[config.mk]
export PLATFORM = sky130hd
export DESIGN_NAME = mem_arbiter_flat
export DESIGN_NICKNAME = d
export VERILOG_FILES = /design/src/rtl/mem_arb_pkg.sv /design/src/rtl/mem_arbiter_if.sv /design/src/rtl/mem_arb_timer.sv /design/src/rtl/mem_arbiter.sv /design/src/flat_wrapper.sv
export SDC_FILE = /design/constraint.sdc
export NUM_CORES = 1
export LEC_CHECK = 0
export ABC_AREA = 1
export BUFFER_PORTS_ARGS = -buffer_cell sky130_fd_sc_hd__buf_2
export CORE_AREA = 4 4 119 121
export DETAILED_ROUTE_END_ITERATION = 12
export DIE_AREA = 0 0 123 125
export PLACE_DENSITY = 0.8
export SETUP_SLACK_MARGIN = 0.2
export SLEW_MARGIN = 20
export SYNTH_ARGS = -nofsm -noshare
export SYNTH_HDL_FRONTEND = slang
export SYNTH_SLANG_ARGS = --single-unit
[constraint.sdc]
create_clock -name clk -period 1.39 [get_ports clk]
set_input_delay 0.278 -clock clk [delete_from_list [all_inputs] [get_ports clk]]
set_output_delay 0.278 -clock clk [all_outputs]
set_load 0.03 [all_outputs]
[src/rtl/mem_arb_pkg.sv]
// Shared state encoding, memory access-size codes and default watchdog limit
// for the mem_arbiter slice.
package mem_arb_pkg;

    typedef logic [1:0] state_t;

    localparam state_t IDLE  = 2'd0;
    localparam state_t FETCH = 2'd1;
    localparam state_t DATA  = 2'd2;

    localparam logic [1:0] MODE_WORD = 2'b00;
    localparam logic [1:0] MODE_HALF = 2'b01;
    localparam logic [1:0] MODE_BYTE = 2'b10;

    localparam int DEFAULT_TIMEOUT = 255;

endpackage

[src/rtl/mem_arbiter_if.sv]
// Requester and memory-port signals of mem_arbiter. The slave modport is the
// arbiter's view; master is the CPU/memory environment around it.
interface mem_arbiter_if #(
    parameter int ADDR_W = 32,
    parameter int DATA_W = 32
);
    logic              fetchReq;
    logic [ADDR_W-1:0] fetchAddr;
    logic [DATA_W-1:0] inst;
    logic              fetchDone;

    logic              dataRead;
    logic              dataWrite;
    logic [ADDR_W-1:0] dataAddr;
    logic [DATA_W-1:0] dataWData;
    logic [1:0]        dataMode;
    logic [DATA_W-1:0] readMemData;
    logic              dataDone;

    logic [ADDR_W-1:0] memAddr;
    logic [DATA_W-1:0] memWData;
    logic              memRd;
    logic              memWr;
    logic [1:0]        memMode;
    logic [DATA_W-1:0] memRData;
    logic              memReady;
    logic              busError;

    modport slave (
        input  fetchReq, fetchAddr, dataRead, dataWrite, dataAddr, dataWData,
               dataMode, memRData, memReady,
        output inst, fetchDone, readMemData, dataDone, memAddr, memWData,
               memRd, memWr, memMode, busError
    );

    modport master (
        output fetchReq, fetchAddr, dataRead, dataWrite, dataAddr, dataWData,
               dataMode, memRData, memReady,
        input  inst, fetchDone, readMemData, dataDone, memAddr, memWData,
               memRd, memWr, memMode, busError
    );

endinterface

[src/rtl/mem_arb_timer.sv]
// Busy-cycle watchdog counter; expired is high in the last cycle a transaction
// may wait, so the abort lands after exactly LIMIT busy cycles.
module mem_arb_timer #(
    parameter int LIMIT = 255
) (
    input  logic clk,
    input  logic reset,
    input  logic clear,
    input  logic enable,
    output logic expired
);
    localparam int              CNT_W = $clog2(LIMIT + 1);
    localparam logic [CNT_W-1:0] LAST  = CNT_W'(LIMIT - 1);

    logic [CNT_W-1:0] count;

    always_ff @(posedge clk) begin
        if (reset || clear) begin
            count <= '0;
        end else if (enable && count != LAST) begin
            count <= count + 1'b1;
        end
    end

    assign expired = (count == LAST);

endmodule

[src/rtl/mem_arbiter.sv]
// Fixed-priority arbiter sharing one variable-latency memory port between the
// fetch and data requesters. Define MEM_ARB_TIMEOUT_EN to add the watchdog abort.
//   state | meaning
//   IDLE  | port free; data beats fetch, a requester in its done cycle is skipped
//   FETCH | instruction read outstanding, strobes held until memReady
//   DATA  | load or store outstanding, strobes held until memReady
module mem_arbiter
    import mem_arb_pkg::*;
#(
    parameter int ADDR_W  = 32,
    parameter int DATA_W  = 32,
    parameter int TIMEOUT = DEFAULT_TIMEOUT
) (
    input  logic         clk,
    input  logic         reset,
    mem_arbiter_if.slave bus
);
    state_t state;
    logic   busy;
    logic   finish;
    logic   abort;
    logic   data_pend;
    logic   fetch_pend;

    if (TIMEOUT < 1) begin : g_bad_timeout
        $error("mem_arbiter: TIMEOUT must be at least 1");
    end

    assign busy       = (state != IDLE);
    assign data_pend  = (bus.dataRead | bus.dataWrite) & ~bus.dataDone;
    assign fetch_pend = bus.fetchReq & ~bus.fetchDone;

`ifdef MEM_ARB_TIMEOUT_EN
    logic grant;
    logic expired;

    assign grant = ~busy & (data_pend | fetch_pend);

    mem_arb_timer #(.LIMIT(TIMEOUT)) u_timer (
        .clk     (clk),
        .reset   (reset),
        .clear   (grant),
        .enable  (busy & ~bus.memReady),
        .expired (expired)
    );

    // memReady in the expiry cycle still counts as a normal completion
    assign abort = busy & ~bus.memReady & expired;
`else
    assign abort = 1'b0;
`endif

    assign finish = busy & (bus.memReady | abort);

    always_ff @(posedge clk) begin
        if (reset) begin
            state           <= IDLE;
            bus.memRd       <= 1'b0;
            bus.memWr       <= 1'b0;
            bus.memAddr     <= {ADDR_W{1'b0}};
            bus.memWData    <= {DATA_W{1'b0}};
            bus.memMode     <= MODE_WORD;
            bus.inst        <= {DATA_W{1'b0}};
            bus.readMemData <= {DATA_W{1'b0}};
            bus.fetchDone   <= 1'b0;
            bus.dataDone    <= 1'b0;
            bus.busError    <= 1'b0;
        end else begin
            bus.fetchDone <= 1'b0;
            bus.dataDone  <= 1'b0;
            bus.busError  <= 1'b0;
            case (state)
                IDLE: begin
                    if (data_pend) begin
                        state        <= DATA;
                        bus.memAddr  <= bus.dataAddr;
                        bus.memWData <= bus.dataWData;
                        bus.memMode  <= bus.dataMode;
                        bus.memRd    <= bus.dataRead;
                        bus.memWr    <= bus.dataWrite & ~bus.dataRead;
                    end else if (fetch_pend) begin
                        state       <= FETCH;
                        bus.memAddr <= bus.fetchAddr;
                        bus.memMode <= MODE_WORD;
                        bus.memRd   <= 1'b1;
                        bus.memWr   <= 1'b0;
                    end
                end
                FETCH, DATA: begin
                    if (finish) begin
                        state        <= IDLE;
                        bus.memRd    <= 1'b0;
                        bus.memWr    <= 1'b0;
                        bus.busError <= abort;
                        if (state == FETCH) begin
                            bus.fetchDone <= 1'b1;
                            bus.inst      <= abort ? {DATA_W{1'b0}} : bus.memRData;
                        end else begin
                            bus.dataDone <= 1'b1;
                            if (bus.memRd) begin
                                bus.readMemData <= abort ? {DATA_W{1'b0}} : bus.memRData;
                            end
                        end
                    end
                end
                default: state <= IDLE;
            endcase
        end
    end

endmodule
[src/flat_wrapper.sv]
// flat-port wrapper written by rule: the top's interface ports become plain ports
module mem_arbiter_flat import mem_arb_pkg::*;
#(
    parameter int ADDR_W  = 32,
    parameter int DATA_W  = 32,
    parameter int TIMEOUT = DEFAULT_TIMEOUT
)
  (clk, reset, bus_fetchReq, bus_fetchAddr, bus_dataRead, bus_dataWrite, bus_dataAddr, bus_dataWData, bus_dataMode, bus_memRData, bus_memReady, bus_inst, bus_fetchDone, bus_readMemData, bus_dataDone, bus_memAddr, bus_memWData, bus_memRd, bus_memWr, bus_memMode, bus_busError);
  mem_arbiter_if #(.ADDR_W(ADDR_W), .DATA_W(DATA_W)) bus_i ();
  input  logic clk;
  input  logic reset;
  input wire logic [$bits(bus_i.fetchReq)-1:0] bus_fetchReq;
  input wire logic [$bits(bus_i.fetchAddr)-1:0] bus_fetchAddr;
  input wire logic [$bits(bus_i.dataRead)-1:0] bus_dataRead;
  input wire logic [$bits(bus_i.dataWrite)-1:0] bus_dataWrite;
  input wire logic [$bits(bus_i.dataAddr)-1:0] bus_dataAddr;
  input wire logic [$bits(bus_i.dataWData)-1:0] bus_dataWData;
  input wire logic [$bits(bus_i.dataMode)-1:0] bus_dataMode;
  input wire logic [$bits(bus_i.memRData)-1:0] bus_memRData;
  input wire logic [$bits(bus_i.memReady)-1:0] bus_memReady;
  output wire logic [$bits(bus_i.inst)-1:0] bus_inst;
  output wire logic [$bits(bus_i.fetchDone)-1:0] bus_fetchDone;
  output wire logic [$bits(bus_i.readMemData)-1:0] bus_readMemData;
  output wire logic [$bits(bus_i.dataDone)-1:0] bus_dataDone;
  output wire logic [$bits(bus_i.memAddr)-1:0] bus_memAddr;
  output wire logic [$bits(bus_i.memWData)-1:0] bus_memWData;
  output wire logic [$bits(bus_i.memRd)-1:0] bus_memRd;
  output wire logic [$bits(bus_i.memWr)-1:0] bus_memWr;
  output wire logic [$bits(bus_i.memMode)-1:0] bus_memMode;
  output wire logic [$bits(bus_i.busError)-1:0] bus_busError;
  assign bus_i.fetchReq = bus_fetchReq;
  assign bus_i.fetchAddr = bus_fetchAddr;
  assign bus_i.dataRead = bus_dataRead;
  assign bus_i.dataWrite = bus_dataWrite;
  assign bus_i.dataAddr = bus_dataAddr;
  assign bus_i.dataWData = bus_dataWData;
  assign bus_i.dataMode = bus_dataMode;
  assign bus_i.memRData = bus_memRData;
  assign bus_i.memReady = bus_memReady;
  assign bus_inst = bus_i.inst;
  assign bus_fetchDone = bus_i.fetchDone;
  assign bus_readMemData = bus_i.readMemData;
  assign bus_dataDone = bus_i.dataDone;
  assign bus_memAddr = bus_i.memAddr;
  assign bus_memWData = bus_i.memWData;
  assign bus_memRd = bus_i.memRd;
  assign bus_memWr = bus_i.memWr;
  assign bus_memMode = bus_i.memMode;
  assign bus_busError = bus_i.busError;
  mem_arbiter #(.ADDR_W(ADDR_W), .DATA_W(DATA_W), .TIMEOUT(TIMEOUT)) u_core (.clk(clk), .reset(reset), .bus(bus_i));
endmodule
Word-level counts from Yosys, hierarchy flattened
Index checks and enable logic that the tools add are counted.
{ "word_totals": {"ff_bits": 136, "inputBits": 136, "out_inout_bits": 135, "word_cells": 54} }
{ "op_classes": {"n_eq_ne": 4, "n_mux": 17, "n_bitwise": 11, "n_reduce_logical": 12} }
{ "op_table": {"columns": ["op", "n"], "rows": [
  ["32-bit 2-to-1 mux", 2],
  ["2-bit 2-to-1 mux", 5],
  ["1-bit 2-to-1 mux", 7],
  ["1-bit inverter", 6],
  ["2-bit AND reduction", 3],
  ["3-bit AND reduction", 2],
  ["2-bit nonzero test", 3],
  ["1-bit AND", 4],
  ["1-bit one-hot mux with 2 select lines", 2],
  ["2-bit one-hot mux with 2 select lines", 1],
  ["4-bit AND reduction", 1],
  ["3-bit by 1-bit inequality test with 1-bit output (second input constant)", 1],
  ["3-bit OR reduction", 1],
  ["2-bit by 1-bit equality test with 1-bit output (second input constant)", 1],
  ["2-bit equality test (second input constant)", 1],
  ["2-bit logical NOT", 1],
  ["2-bit by 1-bit inequality test with 1-bit output (second input constant)", 1],
  ["2-bit OR reduction", 1],
  ["1-bit OR", 1]
]} }

Logic depth before layout (Yosys ltp)
{ "depth": {"ltp_word": 5, "depth_mapped": 9, "depth_no_buf": 9} }

Worst setup path before layout
No wires, ideal clock.
{ "synth_path": {"path_type": "reg-to-reg", "start": "reg u_core.state[0]", "end": "reg u_core.bus.readMemData[10]", "setup_ns": 0.116, "arrival_time_ns": 1.412, "t_required_ns": 1.274, "setup_slack_ns": -0.137, "stages_incl_launch_ff": 8, "n_path_buf": 1, "synth_period_minus_slack_ns": 1.527, "cell_sequence": "dfxtp_1 inv_1 ha_1 nor2_4 nand3_2 clkbuf_1 o21ai_0 nor2_1"} }
{ "synth_via": {"elab_chain_cells": 3, "elab_cells_between_ends": 7, "cone_classes": "eq/ne: 2; bitwise: 2; reduce/logical: 3"} }
{ "synth_lines": {"columns": ["element", "line", "source"], "rows": [
  ["from (decl)", "mem_arbiter.sv:18", "state_t state;"],
  ["from (signal assigned)", "mem_arbiter.sv:57", "state <= IDLE;"],
  ["from (signal assigned)", "mem_arbiter.sv:75", "state <= DATA;"],
  ["from (signal assigned)", "mem_arbiter.sv:82", "state <= FETCH;"],
  ["2-bit equality test, or another cell as far along", "mem_arbiter.sv:72", "case (state)"],
  ["2-bit OR reduction, or another cell as far along", "mem_arbiter.sv:72", null],
  ["4-bit AND reduction (no source line) *", null, null],
  ["to (signal assigned)", "mem_arbiter.sv:64", "bus.readMemData <= {DATA_W{1'b0}};"],
  ["to (signal assigned)", "mem_arbiter.sv:101", "bus.readMemData <= abort ? {DATA_W{1'b0}} : bus.memRData;"],
  ["to (decl)", "mem_arbiter_if.sv:32", "output inst, fetchDone, readMemData, dataDone, memAddr, memWData,"]
]} }
Mark *: on every way between the ends. The rest lies on a longest branch, timed or not.
A chain may end at the register's enable or synchronous reset.

Worst setup path after layout
{ "layout_path": {"start": "reg u_core.state[1]", "end": "reg u_core.bus.memAddr[24]"} }
{ "layout_via": {"elab_chain_cells": 2} }
{ "layout_lines": {"columns": ["element", "line", "source"], "rows": [
  ["2-bit logical NOT", "mem_arbiter.sv:72", null],
  ["2-bit AND reduction (no source line)", null, null],
  ["to (signal assigned)", "mem_arbiter.sv:60", "bus.memAddr <= {ADDR_W{1'b0}};"],
  ["to (signal assigned)", "mem_arbiter.sv:76", "bus.memAddr <= bus.dataAddr;"],
  ["to (signal assigned)", "mem_arbiter.sv:83", "bus.memAddr <= bus.fetchAddr;"],
  ["to (decl)", "mem_arbiter_if.sv:32", null]
]} }
Every way passes these cells.

==> run_results.csv <==
group,metric,value,unit
worst_setup_path,r2r_slack,-0.11,ns
power,p_leak,4.75,nW
worst_setup_path,setup.worst_path.class,"reg -> reg",
global_route,grt_overflow,0,
floorplanning,core,13100,sq um
power,cellInternalPower,11.9,mW
sta,fmax,0.668,GHz
worst_setup_path,reg2reg_from,"u_core.state[1]",
cts,cts_sinks,136,
global_route,grt_max_degree,53,
placed_design,io_buffers,269,
sta,skew,0.00846,ns
worst_setup_path,path_max_fanout,8,
floorplanning,num_rows,42,
worst_setup_path,cp.arrival,1.78,ns
layout,fin_util,79.9,%
sta,grt_setup_unrepaired,"true",
flow_run,max_cap_violations,0,
outcome,status,"finished with violations",
worst_setup_path,end_kind,"flip-flop",
detailed_routing,vias,6426,
detailed_routing,drc,0,
global_route,track_usage,23.2,%
power,p_switching,7.56,mW
worst_hold_path,hp-class,"in -> reg",
floorplanning,dieArea,15400,sq um
outcome,violations,"setup timing",
cts,cts_inserted_buffers,17,
placed_design,gp_congestion,0.797,
sta,setup_slack,-0.107,ns
yosys,yosysUniqueCellTypes,21,
sta,period_needed,1.50,ns
detailed_routing,wirelength,23100,um
power,p_comb_share,50.5,%
floorplanning,dieWidth,123,um
layout,final_cell_mix,"nand2_1, buf_6, buf_2, dfxtp_2, nor2_1",
cts,cts_root_buf,"clkbuf_16",
detailed_routing,drtAntennaViolNets,0,
sta,setup_viol,24,
global_route,antenna_found_initial,0,
worst_setup_path,r2r-end,"u_core.bus.memAddr[24]",
power,clkPwrFrac,22.5,%
power,powerDensity,1860,nW/um^2
worst_setup_path,ff2ff_path_depth,8,
power,p_seq_share,27.0,%
sta,hold_viol_final,0,
cts,htreeDepth,4,
worst_setup_path,cp.required,1.68,ns
cts,cts_buffer_depth,2,
cts,clkLatencyLatePin,0.41,ns
layout,diodes,0,
yosys,synthCells,732,
detailed_routing,dr.pass1.iters,5,
power,power.total,19.5,mW
cts,clkTransAtPathRegs,0.06,ns
detailed_routing,drt_iter0_drc,538,
floorplanning,ios,271,
layout,final_nets,1194,
power,ir_worst_vdd,1.31,mV
placed_design,hpwl,11400,um
yosys,syn-num-nets,874,
cts,cts_tree,"yes",
power,p_sw_share,38.8,%
yosys,syn_area,5300,sq um
worst_setup_path,cp-start-kind,"flip-flop",
yosys,yosysSeqAreaShare,51.3,%
worst_hold_path,hold_end,"u_core.bus.memWData[11]",
worst_hold_path,hp-start,"bus_dataWData[11]",
sta,final_max_slew_viol_count,0,
layout,drive_gt1_share,65.6,%
yosys,syn-mean-instance-area,7.25,sq um
layout,fillers,714,
layout,syn_to_final_growth,97.0,%
floorplanning,initial_core_util,40.5,%
global_route,grt_pass1_wl,28300,um
worst_hold_path,whs_path_depth,3,
detailed_routing,wire_per_inst,18.6,um
yosys,ys_ff_latch,136,
yosys,yosys_warnings,0,
sta,period_share,108,%
global_route,grt_pass1_vias,5726,
detailed_routing,vias_per_cell,5.18,
floorplanning,fp.dieH,125,um
==> per-stage QoR <==
stage                     area (sq um)  setup WS [ns]  instances  hold slack (ns)  TNS [ns]
final                            10400         -0.107       1241            0.101    -0.412
after global placement            7030         0.0402       1158            0.445         0
after CTS                         8800        0.00366       1206           0.0834         0
after detailed placement          7030        -0.0114       1158            0.450   -0.0114
after floorplan                   5390         0.0802        732            0.421         0
after global routing             10400         -0.170       1241           0.0941     -5.13
==> sequential cells by signal, indices dropped and copies added (netlist names) <==
signal	cells
u_core.state	2
u_core.bus.memWr	1
u_core.bus.fetchDone	1
u_core.bus.inst	32
u_core.bus.memRd	1
u_core.bus.memAddr	32
u_core.bus.readMemData	32
u_core.bus.memMode	2
u_core.bus.memWData	32
u_core.bus.dataDone	1
==> cells in the mapped netlist (all sizes together) <==
library cell  count  share of area (%)
nand2           211                 15
nor2            138                 10
dfxtp           136                 51
a21oi            69                6.5
o21ai            66                6.2
nand3            35                3.4
buf              27                2.7
clkbuf           23                1.6
inv              18                1.3
ha                6                1.4
conb              1              0.071
nand3b            1               0.14
nand4             1               0.12
==> worst max-delay path by stage <==
stage                     slack (ns)                    endpoint             from
after global placement          0.04         u_core.bus.inst[15]  u_core.state[1]
after global routing           -0.17      u_core.bus.memAddr[24]  u_core.state[1]
after detailed placement       -0.01          u_core.bus.inst[5]  u_core.state[1]
after floorplan                 0.08  u_core.bus.readMemData[10]  u_core.state[0]
after CTS                      0.004          u_core.bus.inst[3]  u_core.state[0]
final                          -0.11      u_core.bus.memAddr[24]  u_core.state[1]
==> critical path, stage by stage, from the launching register on <==
cell	delay (ns)
dfxtp_2	0.33
inv_2	0.05
ha_4	0.17
buf_12	0.13
nand2_8	0.11
nand2_8	0.08
buf_6	0.14
o21ai_0	0.25
nor2_1	0.10
==> metal layers <==
metal | vias up | part of all wire [%] | track usage [%]
met4 | 0 | 4.9 | 9.64
met2 | 369 | 51 | 39.8
met3 | 94 | 8.7 | 7.81
li1 | 2994 | - | -
met1 | 2969 | 35 | 26.0
met5 | - | 0 | 0
==> logic make-up (layout without fill, tap and decap cells) <==
logic type / count (synthesis) / in the layout / synth area share (%)
fa+ha+maj: 6 / 6 / 1.42
buf+inv: 68 / 401 / 5.61
compound gates: 135 / 135 / 12.7
simple gates: 386 / 386 / 28.8
flops: 136 / 136 / 51.3
other cells: 1 / 1 / 0.0707
==> power by group through the flow <==
stage / logic [mW] / registers, mW / clock network, mW
6_report: 9.84 / 5.27 / 4.38
3_3_place_gp: 5.10 / 4.93 / 0
2_1_floorplan: 2.19 / 6.13 / 0
4_1_cts: 7.10 / 5.07 / 4.37
3_5_place_dp: 5.17 / 4.92 / 0
5_1_grt: 10.4 / 5.32 / 4.59
==> layout make-up <==
| type | count | area, sq um | share of cell area, % |
|---|---|---|---|
| clock inverter | 9 | 98.8 | 0.946 |
| inverter | 18 | 108 | 1.03 |
| multi-input combinational | 528 | 3260 | 31.2 |
| sequential | 136 | 2910 | 27.8 |
| tap | 176 | 220 | 2.11 |
| clock buffer | 23 | 468 | 4.48 |
| timing repair buffer | 351 | 3380 | 32.4 |
==> what timing repair did <==
action	in CTS	in global routing
gates resized for setup	356	421
pin swaps	9	53
cloned	8	10
hold buffers	0	0
buffers inserted	8	25
setup endpoints to repair	267	223
Power figures use the tool's default switching activity.
